--- src/rtl/stopwatch_core.sv ---
// MM:SS BCD stopwatch: synchronised/debounced start and lap buttons drive an IDLE/RUN/PAUSE FSM.
// Define LAP_EN to build the lap-hold display freeze; otherwise lap_active is tied low.
module stopwatch_core #(
  parameter int unsigned TICK_DIV = 100_000_000,
  parameter int unsigned DB_DIV   = 100_000
) (
  input  logic       clk,
  input  logic       rst_n,
  input  logic       btn_start,
  input  logic       btn_lap,
  output logic [3:0] dig3,
  output logic [3:0] dig2,
  output logic [3:0] dig1,
  output logic [3:0] dig0,
  output logic       running,
  output logic       lap_active
);

  localparam int unsigned TickW = (TICK_DIV > 1) ? $clog2(TICK_DIV) : 1;
  localparam int unsigned DbW   = (DB_DIV > 1) ? $clog2(DB_DIV) : 1;
  localparam logic [TickW-1:0] TickMax = TickW'(TICK_DIV - 1);
  localparam logic [DbW-1:0]   DbMax   = DbW'(DB_DIV - 1);

  typedef enum logic [1:0] {StIdle, StRun, StPause} state_e;

  // Button index 0 is start, index 1 is lap.
  logic [1:0]      sync1_q, sync2_q;
  logic [DbW-1:0]  db_cnt_q, db_cnt_d;
  logic            db_strobe;
  logic [1:0][3:0] sh_q, sh_d;
  logic [1:0]      lvl_q, lvl_d, lvl_prev_q;
  logic            start_p, lap_p;

  state_e           state_q, state_d;
  logic [TickW-1:0] presc_q, presc_d;
  logic             tick, clr_cnt;
  logic [3:0]       sec0_q, sec0_d, sec1_q, sec1_d, min0_q, min0_d, min1_q, min1_d;
  logic [15:0]      live;

  always_ff @(posedge clk or negedge rst_n) begin
    if (!rst_n) begin
      sync1_q <= '0;
      sync2_q <= '0;
    end else begin
      sync1_q <= {btn_lap, btn_start};
      sync2_q <= sync1_q;
    end
  end

  always_comb begin
    db_strobe = (db_cnt_q == DbMax);
    db_cnt_d  = db_strobe ? '0 : db_cnt_q + DbW'(1);
  end

  // Level only moves once the last four strobe samples all agree.
  always_comb begin
    sh_d  = sh_q;
    lvl_d = lvl_q;
    for (int i = 0; i < 2; i++) begin
      if (db_strobe) sh_d[i] = {sh_q[i][2:0], sync2_q[i]};
      if (sh_q[i] == 4'b1111)      lvl_d[i] = 1'b1;
      else if (sh_q[i] == 4'b0000) lvl_d[i] = 1'b0;
    end
  end

  always_ff @(posedge clk or negedge rst_n) begin
    if (!rst_n) begin
      db_cnt_q   <= '0;
      sh_q       <= '0;
      lvl_q      <= '0;
      lvl_prev_q <= '0;
    end else begin
      db_cnt_q   <= db_cnt_d;
      sh_q       <= sh_d;
      lvl_q      <= lvl_d;
      lvl_prev_q <= lvl_q;
    end
  end

  assign start_p = lvl_q[0] & ~lvl_prev_q[0];
  assign lap_p   = lvl_q[1] & ~lvl_prev_q[1];

`ifdef LAP_EN
  logic        lap_clr, lap_tgl;
  logic        lap_q, lap_d;
  logic [15:0] hold_q, hold_d;
`endif

  // start_p is tested first everywhere, so it wins over a simultaneous lap_p.
  always_comb begin
    state_d = state_q;
    presc_d = presc_q;
    tick    = 1'b0;
    clr_cnt = 1'b0;
`ifdef LAP_EN
    lap_clr = 1'b0;
    lap_tgl = 1'b0;
`endif
    case (state_q)
      StIdle: begin
        if (start_p) begin
          state_d = StRun;
          presc_d = '0;
        end
      end
      StRun: begin
        if (presc_q == TickMax) begin
          presc_d = '0;
          tick    = 1'b1;
        end else begin
          presc_d = presc_q + TickW'(1);
        end
        if (start_p) begin
          state_d = StPause;
`ifdef LAP_EN
          lap_clr = 1'b1;
        end else if (lap_p) begin
          lap_tgl = 1'b1;
`endif
        end
      end
      StPause: begin
        if (start_p) begin
          state_d = StRun;
        end else if (lap_p) begin
          state_d = StIdle;
          presc_d = '0;
          clr_cnt = 1'b1;
`ifdef LAP_EN
          lap_clr = 1'b1;
`endif
        end
      end
      default: state_d = StIdle;
    endcase
  end

  // BCD cascade; >= compares keep every digit in range even from a corrupted value.
  always_comb begin
    sec0_d = sec0_q;
    sec1_d = sec1_q;
    min0_d = min0_q;
    min1_d = min1_q;
    if (clr_cnt) begin
      sec0_d = '0;
      sec1_d = '0;
      min0_d = '0;
      min1_d = '0;
    end else if (tick) begin
      if (sec0_q >= 4'd9) begin
        sec0_d = '0;
        if (sec1_q >= 4'd5) begin
          sec1_d = '0;
          if (min0_q >= 4'd9) begin
            min0_d = '0;
            min1_d = (min1_q >= 4'd5) ? 4'd0 : min1_q + 4'd1;
          end else begin
            min0_d = min0_q + 4'd1;
          end
        end else begin
          sec1_d = sec1_q + 4'd1;
        end
      end else begin
        sec0_d = sec0_q + 4'd1;
      end
    end
  end

  always_ff @(posedge clk or negedge rst_n) begin
    if (!rst_n) begin
      state_q <= StIdle;
      presc_q <= '0;
      sec0_q  <= '0;
      sec1_q  <= '0;
      min0_q  <= '0;
      min1_q  <= '0;
    end else begin
      state_q <= state_d;
      presc_q <= presc_d;
      sec0_q  <= sec0_d;
      sec1_q  <= sec1_d;
      min0_q  <= min0_d;
      min1_q  <= min1_d;
    end
  end

  assign live = {min1_q, min0_q, sec1_q, sec0_q};

`ifdef LAP_EN
  // Latch the post-edge count so the frozen value matches what live would show.
  always_comb begin
    lap_d  = lap_q;
    hold_d = hold_q;
    if (lap_clr) begin
      lap_d = 1'b0;
    end else if (lap_tgl) begin
      lap_d = ~lap_q;
      if (!lap_q) hold_d = {min1_d, min0_d, sec1_d, sec0_d};
    end
  end

  always_ff @(posedge clk or negedge rst_n) begin
    if (!rst_n) begin
      lap_q  <= 1'b0;
      hold_q <= '0;
    end else begin
      lap_q  <= lap_d;
      hold_q <= hold_d;
    end
  end

  always_comb begin
    {dig3, dig2, dig1, dig0} = lap_q ? hold_q : live;
    running                  = (state_q == StRun);
    lap_active               = lap_q;
  end
`else
  always_comb begin
    {dig3, dig2, dig1, dig0} = live;
    running                  = (state_q == StRun);
    lap_active               = 1'b0;
  end
`endif

endmodule

--- config.mk ---
export PLATFORM = sky130hd
export DESIGN_NAME = stopwatch_core
export DESIGN_NICKNAME = d
export VERILOG_FILES = /design/src/rtl/stopwatch_core.sv
export SDC_FILE = /design/constraint.sdc
export NUM_CORES = 1
export LEC_CHECK = 0
export CAP_MARGIN = 40
export CELL_PAD_IN_SITES_DETAIL_PLACEMENT = 0
export CELL_PAD_IN_SITES_GLOBAL_PLACEMENT = 2
export CORE_MARGIN = 4
export CORE_UTILIZATION = 38
export DETAILED_ROUTE_END_ITERATION = 6
export PLACE_DENSITY_LB_ADDON = 0.05
export SKIP_CTS_REPAIR_TIMING = 1
export SLEW_MARGIN = 20
export SYNTH_ARGS = -nofsm -noshare
export SYNTH_HDL_FRONTEND = slang
export SYNTH_SLANG_ARGS = --single-unit
export TNS_END_PERCENT = 1
--- constraint.sdc ---
create_clock -name clk -period 2.8 [get_ports clk]
set_input_delay 0.28 -clock clk [delete_from_list [all_inputs] [get_ports clk]]
set_output_delay 0.28 -clock clk [all_outputs]
set_load 0.02 [all_outputs]
==> run summary, run 1 <==
status: finished clean
antenna violations before repair: 0
CTS Buffer Depth: 2
area grow syn2layout: 15.3%
R2R Setup Slk: 0.25 ns
Die Ht: 109 µm
ys flop type: dfrtp_1
Die Wd: 109 µm
final core occ: 45.3%
dpl cell area: 4250 µm²
TritonCTS clock tree: done
DR vias/cell: 5.11
Reg-to-Reg End: sh_q[0]
DR vias: 2,878
die area: 11,900 µm²
Pleak: 2.02 nW
Slew Limit Fails: 0
worst setup slack after placement: 0.252 ns
drt total wl: 7.84 mm
maximum fanout along the worst path: 9
sequential power share: 54.8%
Mapped Cells: 397
Final Cell Area: 4470 µm²
worst r2r path cells: 5
CTS root buffer: clkbuf_8
vias in the first global route: 2,931
switching power share of the total: 23.8%
Rel. slew slack: 51.6%
clock share of power: 43.6%
max-cap check violation count: 0
Tmin final: 2.55 ns
clock latency on the worst-skew pair: 0.35 ns
Seq/Total Area, Yosys: 50.4%
n_diodes: 0
Total GRT Usage: 14.7%
critical path arrival: 2.80 ns
most instantiated cells after synthesis: dfrtp_1, nand2_1, nor2_1
DRT antenna net count: 0
GR Overflow Total: 0
setup_tns: 0 ns
nets: 443
clock skew: 0.0120 ns
Final WS setup: 0.247 ns
Cell Int Power: 0.00157 W
routability cong.: 0.765
largest net degree at the start of global routing: 46
post-synth top area cell: dfrtp_1
peak supply drop: 0.254 mV
CTS Buf Count: 9
Post-synth EDFFs: 0
Worst Tran Pin Value: 0.726 ns
Logic pwr share: 1.6%
global-route wire length before repair: 13.8 mm
FF-to-FF Start: db_cnt_q[12]
Port-buffer cells: 20
Clock transition at path regs: 0.09 ns
crit path capture type: flop
first-iteration detailed-routing DRC count: 92
worst setup path class: reg -> reg
worst endpoint required time: 3.05 ns
CTS H-tree lvls: 3
#FFs+latches synth: 78
reported net switching power: 0.000491 W
YS warnings: 0
endpoints failing hold: 0
Residual DRC: 0
Final setup viols: 0
Core Region: 9860 µm²
Mapped Avg Cell Area: 9.76 µm²
share of cells above drive strength 1: 8.37%
top-count cell post-synth: dfrtp_1
f_max: 392 MHz
Power Total: 0.00206 W
I/O pins: 22
Pwr Density: 461 nW/µm²
Synth top area share: 50.4%
RSZ-0062 raised after global routing: false
Setup crit start kind: flop
Yosys cell types: 45
largest cells by area after synthesis: dfrtp_1, ha_1, o21ai_0, nand2_1, nor2_1
Detail Placement HPWL: 5.44 mm
Critical path destination: sh_q[0]
Synth async-reset ratio: 100%
Syn Nets: 415
Critical Path Source: db_cnt_q[12]
Initial Util: 39.3%
Tcrit/Tclk final: 91.2%
row count: 36
worst hold-check path type: in -> reg
Clock Sinks: 78
drt first pass iters: 4
Post-Syn Area: 3880 µm²
DR WL/cell: 13.9 µm
[metal layers]
| metal | vias to the layer above | track usage (%) | wire length, µm |
|---|---|---|---|
| met2 | 24 | 23.6 | 3650 |
| met1 | 1386 | 19.9 | 3900 |
| met4 | 0 | 3.25 | 73 |
| met5 | - | 0 | 0 |
| met3 | 6 | 3.97 | 215 |
| li1 | 1462 | - | - |
[state kept, by name (all words and copies together), names as in the netlist, 4 cells and up]
signal and count:
presc_q 27, db_cnt_q 17, sh_q 8, dig0 4, dig1 4, dig2 4, dig3 4
[power groups by stage]
stage | clock network, W | logic (W) | registers (W)
floorplan | 0 | 0.00000226 | 0.00115
global placement | 0 | 0.0000283 | 0.00115
detailed placement | 0 | 0.0000336 | 0.00115
CTS | 0.000934 | 0.0000337 | 0.00113
global route | 0.000988 | 0.0000382 | 0.00113
finish | 0.000899 | 0.0000324 | 0.00113
[critical path, stage by stage, from the launching register on]
cell     delay, ns
dfrtp_1       0.42
or4b_1        0.53
or4b_1        0.51
nor4_1        0.15
and3_1        0.45
mux2_2        0.39
[stage by stage]
step | std cells | hold WS [ns]
floorplan | 397 | -0.0156
global placement | 545 | 0.337
detailed placement | 546 | 0.280
CTS | 562 | -0.110
global route | 563 | 0.330
finish | 563 | 0.352
[worst min-delay path by stage]
| stage | from | endpoint | slack, ns | cells after the start |
|---|---|---|---|---|
| 2_1_floorplan | rst_n | db_cnt_q[0] | -0.02 | 0 |
| 3_3_place_gp | sync1_q[0] | sync2_q[0] | 0.34 | 0 |
| 3_5_place_dp | rst_n | dig1[1] | 0.28 | 1 |
| 4_1_cts | rst_n | presc_q[9] | -0.11 | 1 |
| 5_1_grt | btn_start | sync1_q[0] | 0.33 | 1 |
| 6_report | btn_start | sync1_q[0] | 0.35 | 1 |
[cells by family (layout without fill, tap and decap cells)]
kind of cell	after synthesis	after routing	share of synthesized area [%]
compound gates	78	78	12.1
xor+xnor	22	22	4.97
fa+ha+maj	14	14	4.52
buf+inv	31	64	3.74
flops	78	78	50.4
mux	8	8	2.42
other cells	1	1	0.0967
simple gates	165	165	21.8
[layout make-up]
cell class / count / area [µm²]
clock buffer: 9 / 124
clock inverter: 7 / 85.1
timing repair buffer: 30 / 295
tap: 133 / 166
multi-input combinational: 288 / 1780
sequential: 78 / 1950
inverter: 18 / 67.6
fill: 960 / 5400
[cells in the final DEF, fill, tap and decap left out, drive strengths merged, types with 2 or more instances in the layout]
| master | count |
|---|---|
| dfrtp | 78 |
| a21oi | 12 |
| nand3 | 18 |
| nand3b | 2 |
| nor2 | 38 |
| nand2b | 4 |
| o41ai | 4 |
| a22o | 2 |
| nand2 | 41 |
| nor3 | 8 |
| xnor2 | 12 |
| and2 | 5 |
| o211ai | 4 |
| or4 | 2 |
| o31ai | 8 |
| a31oi | 6 |
| clkdlybuf4s50 | 19 |
| and3 | 11 |
| a21o | 3 |
| clkbuf | 9 |
| nand4 | 16 |
| o21ai | 35 |
| ha | 14 |
| or4b | 3 |
| mux2 | 8 |
| or3 | 5 |
| and4 | 4 |
| nor4b | 3 |
| xor2 | 10 |
| inv | 23 |
| buf | 10 |
| nor2b | 3 |
Note: power is estimated with default switching activity, not from simulation.
==> run 2, diff against run 1 <==
- GPL_TIMING_DRIVEN: not set -> 0
==> run 2 against run 1 <==
  * Maximum frequency is 1.8% higher
  * Core utilization is 0.44 points higher
  * Setup slack better by 0.045 ns
  * Die area stayed put
  * Largest cell class unchanged
  * Global-route usage hardly changed
==> run summary, run 2 (synthesized netlist as in run 1, its figures left out) <==
most common cell after layout, fill and taps aside: dfrtp_1 (unchanged)
nets: 450 (was 443)
TritonCTS clock tree: done (unchanged)
dpl cell area: 4270 µm² (was 4250 µm²)
n_diodes: 0 (unchanged)
Rel. slew slack: 51.3% (was 51.6%)
vias in the first global route: 2,835 (was 2,931)
maximum fanout along the worst path: 10 (was 9)
cell mode on critical path: or4b_1 (unchanged)
final core occ: 45.8% (was 45.3%)
routability cong.: 0.743 (was 0.765)
Critical path destination: sh_q[3] (was sh_q[0])
Reg-to-Reg End: sh_q[3] (was sh_q[0])
drt total wl: 7.90 mm (was 7.84 mm)
Final WS setup: 0.292 ns (was 0.247 ns)
Initial Util: 39.3% (unchanged)
FF-to-FF Start: db_cnt_q[12] (unchanged)
clock latency on the worst-skew pair: 0.36 ns (was 0.35 ns)
Final setup viols: 0 (unchanged)
DR vias: 2,903 (was 2,878)
critical path arrival: 2.75 ns (was 2.80 ns)
RSZ-0062 raised after global routing: false (unchanged)
Worst path slowest cell: or4b_1 (unchanged)
DR WL/cell: 13.9 µm (about the same)
Total GRT Usage: 14.7% (about the same)
area grow syn2layout: 16.4% (was 15.3%)
CTS Buf Count: 9 (unchanged)
Port-buffer cells: 20 (unchanged)
setup_tns: 0 ns (unchanged)
Largest Register: presc_q (unchanged)
DR vias/cell: 5.09 (was 5.11)
CTS Buffer Depth: 2 (unchanged)
Max stage delay on crit path: 0.53 ns (about the same)
Clock transition at path regs: 0.10 ns (was 0.09 ns)
Tmin final: 2.51 ns (was 2.55 ns)
Critical Path Source: db_cnt_q[12] (unchanged)
peak supply drop: 0.274 mV (was 0.254 mV)
endpoints failing hold: 0 (unchanged)
GR Overflow Total: 0 (unchanged)
worst setup path class: reg -> reg (unchanged)
cell chain of the critical path: or4b_1 -> or4b_1 -> nor4_1 -> and3_1 -> buf_6 -> buf_12 -> mux2_4 (was or4b_1 -> or4b_1 -> nor4_1 -> and3_1 -> mux2_2)
max FFs per register: 27 (unchanged)
Pwr Density: 444 nW/µm² (was 461 nW/µm²)
max-cap check violation count: 0 (unchanged)
R2R Setup Slk: 0.29 ns (was 0.25 ns)
top flop regs: presc_q: 27 flops, db_cnt_q: 17 flops, sh_q: 8 flops (unchanged)
Detail Placement HPWL: 5.40 mm (was 5.44 mm)
f_max: 399 MHz (was 392 MHz)
Tcrit/Tclk final: 89.6% (was 91.2%)
share of cells above drive strength 1: 9.15% (was 8.37%)
clock skew: 0.0122 ns (was 0.0120 ns)
CTS H-tree lvls: 3 (unchanged)
die area: 11,900 µm² (unchanged)
worst hold-check path type: in -> reg (unchanged)
Hold Path Cell Cnt: 1 (unchanged)
Residual DRC: 0 (unchanged)
drt first pass iters: 4 (unchanged)
CTS root buffer: clkbuf_8 (unchanged)
first-iteration detailed-routing DRC count: 144 (was 92)
worst endpoint required time: 3.04 ns (was 3.05 ns)
worst r2r path cells: 7 (was 5)
Core Region: 9860 µm² (unchanged)
worst setup slack after placement: -0.282 ns (was 0.252 ns)
Pleak: 2.05 nW (was 2.02 nW)
global-route wire length before repair: 13.7 mm (was 13.8 mm)
Setup crit start kind: flop (unchanged)
fillers: 961 (was 960)
crit path capture type: flop (unchanged)
largest net degree at the start of global routing: 56 (was 46)
row count: 36 (unchanged)
antenna violations before repair: 0 (unchanged)
DRT antenna net count: 0 (unchanged)
WHS: 0.347 ns (was 0.352 ns)
Slew Limit Fails: 0 (unchanged)
I/O pins: 22 (unchanged)
Die Ht: 109 µm (unchanged)
Die Wd: 109 µm (unchanged)
Worst Tran Pin Value: 0.725 ns (was 0.726 ns)
status: finished clean (unchanged)
Final Cell Area: 4510 µm² (was 4470 µm²)
Clock Sinks: 78 (unchanged)
commonest non-fill, non-tap cells in the layout: dfrtp_1, nand2_1, nor2_1 (unchanged)
-- run 2: final cells by class --
cell class	instances	area, µm²	share of cell area [%]
flip-flops and latches	78	1950	43.2
inverters	18	67.6	1.50
repair buffers	24	250	5.54
well taps	133	166	3.69
multi-input cells	288	1800	40.0
clock inverters	7	66.3	1.47
clock buffers	9	124	2.74
plain buffers	13	83.8	1.86
-- run 2: stage by stage --
step / power, W / cells
3_3_place_gp: 0.00118 / 550
5_1_grt: 0.00210 / 570
4_1_cts: 0.00204 / 567
6_report: 0.00200 / 570
2_1_floorplan: 0.00115 / 397
3_5_place_dp: 0.00119 / 551
-- run 2: worst min path at each step --
stage | from | endpoint | slack, ns
floorplan | rst_n | db_cnt_q[0] | -0.02
global placement | sync1_q[0] | sync2_q[0] | 0.33
detailed placement | rst_n | dig0[3] | 0.22
CTS | rst_n | presc_q[4] | -0.17
global route | btn_lap | sync1_q[1] | 0.32
finish | btn_lap | sync1_q[1] | 0.35
-- run 2: power by group --
part / switching (W) / internal, W / total [W]
logic: 0.0000243 / 0.00000917 / 0.0000335
clock network: 0.000491 / 0.000351 / 0.000842
registers: 0.000000641 / 0.00113 / 0.00113
-- run 2: per-layer routing --
metal,track usage (%),vias up,share of wire (%)
met4,3.97,0,0.92
met3,4.09,7,2.8
li1,-,1479,-
met5,0,-,0
met1,20.2,1388,52
met2,22.8,29,44
-- run 2: critical path: cells and delay by family (launching register included) --
kind	cells	cell delay, ns
and+or+nand+nor	4	1.41
DFF	1	0.42
muxes	1	0.29
buffers and inverters	2	0.27
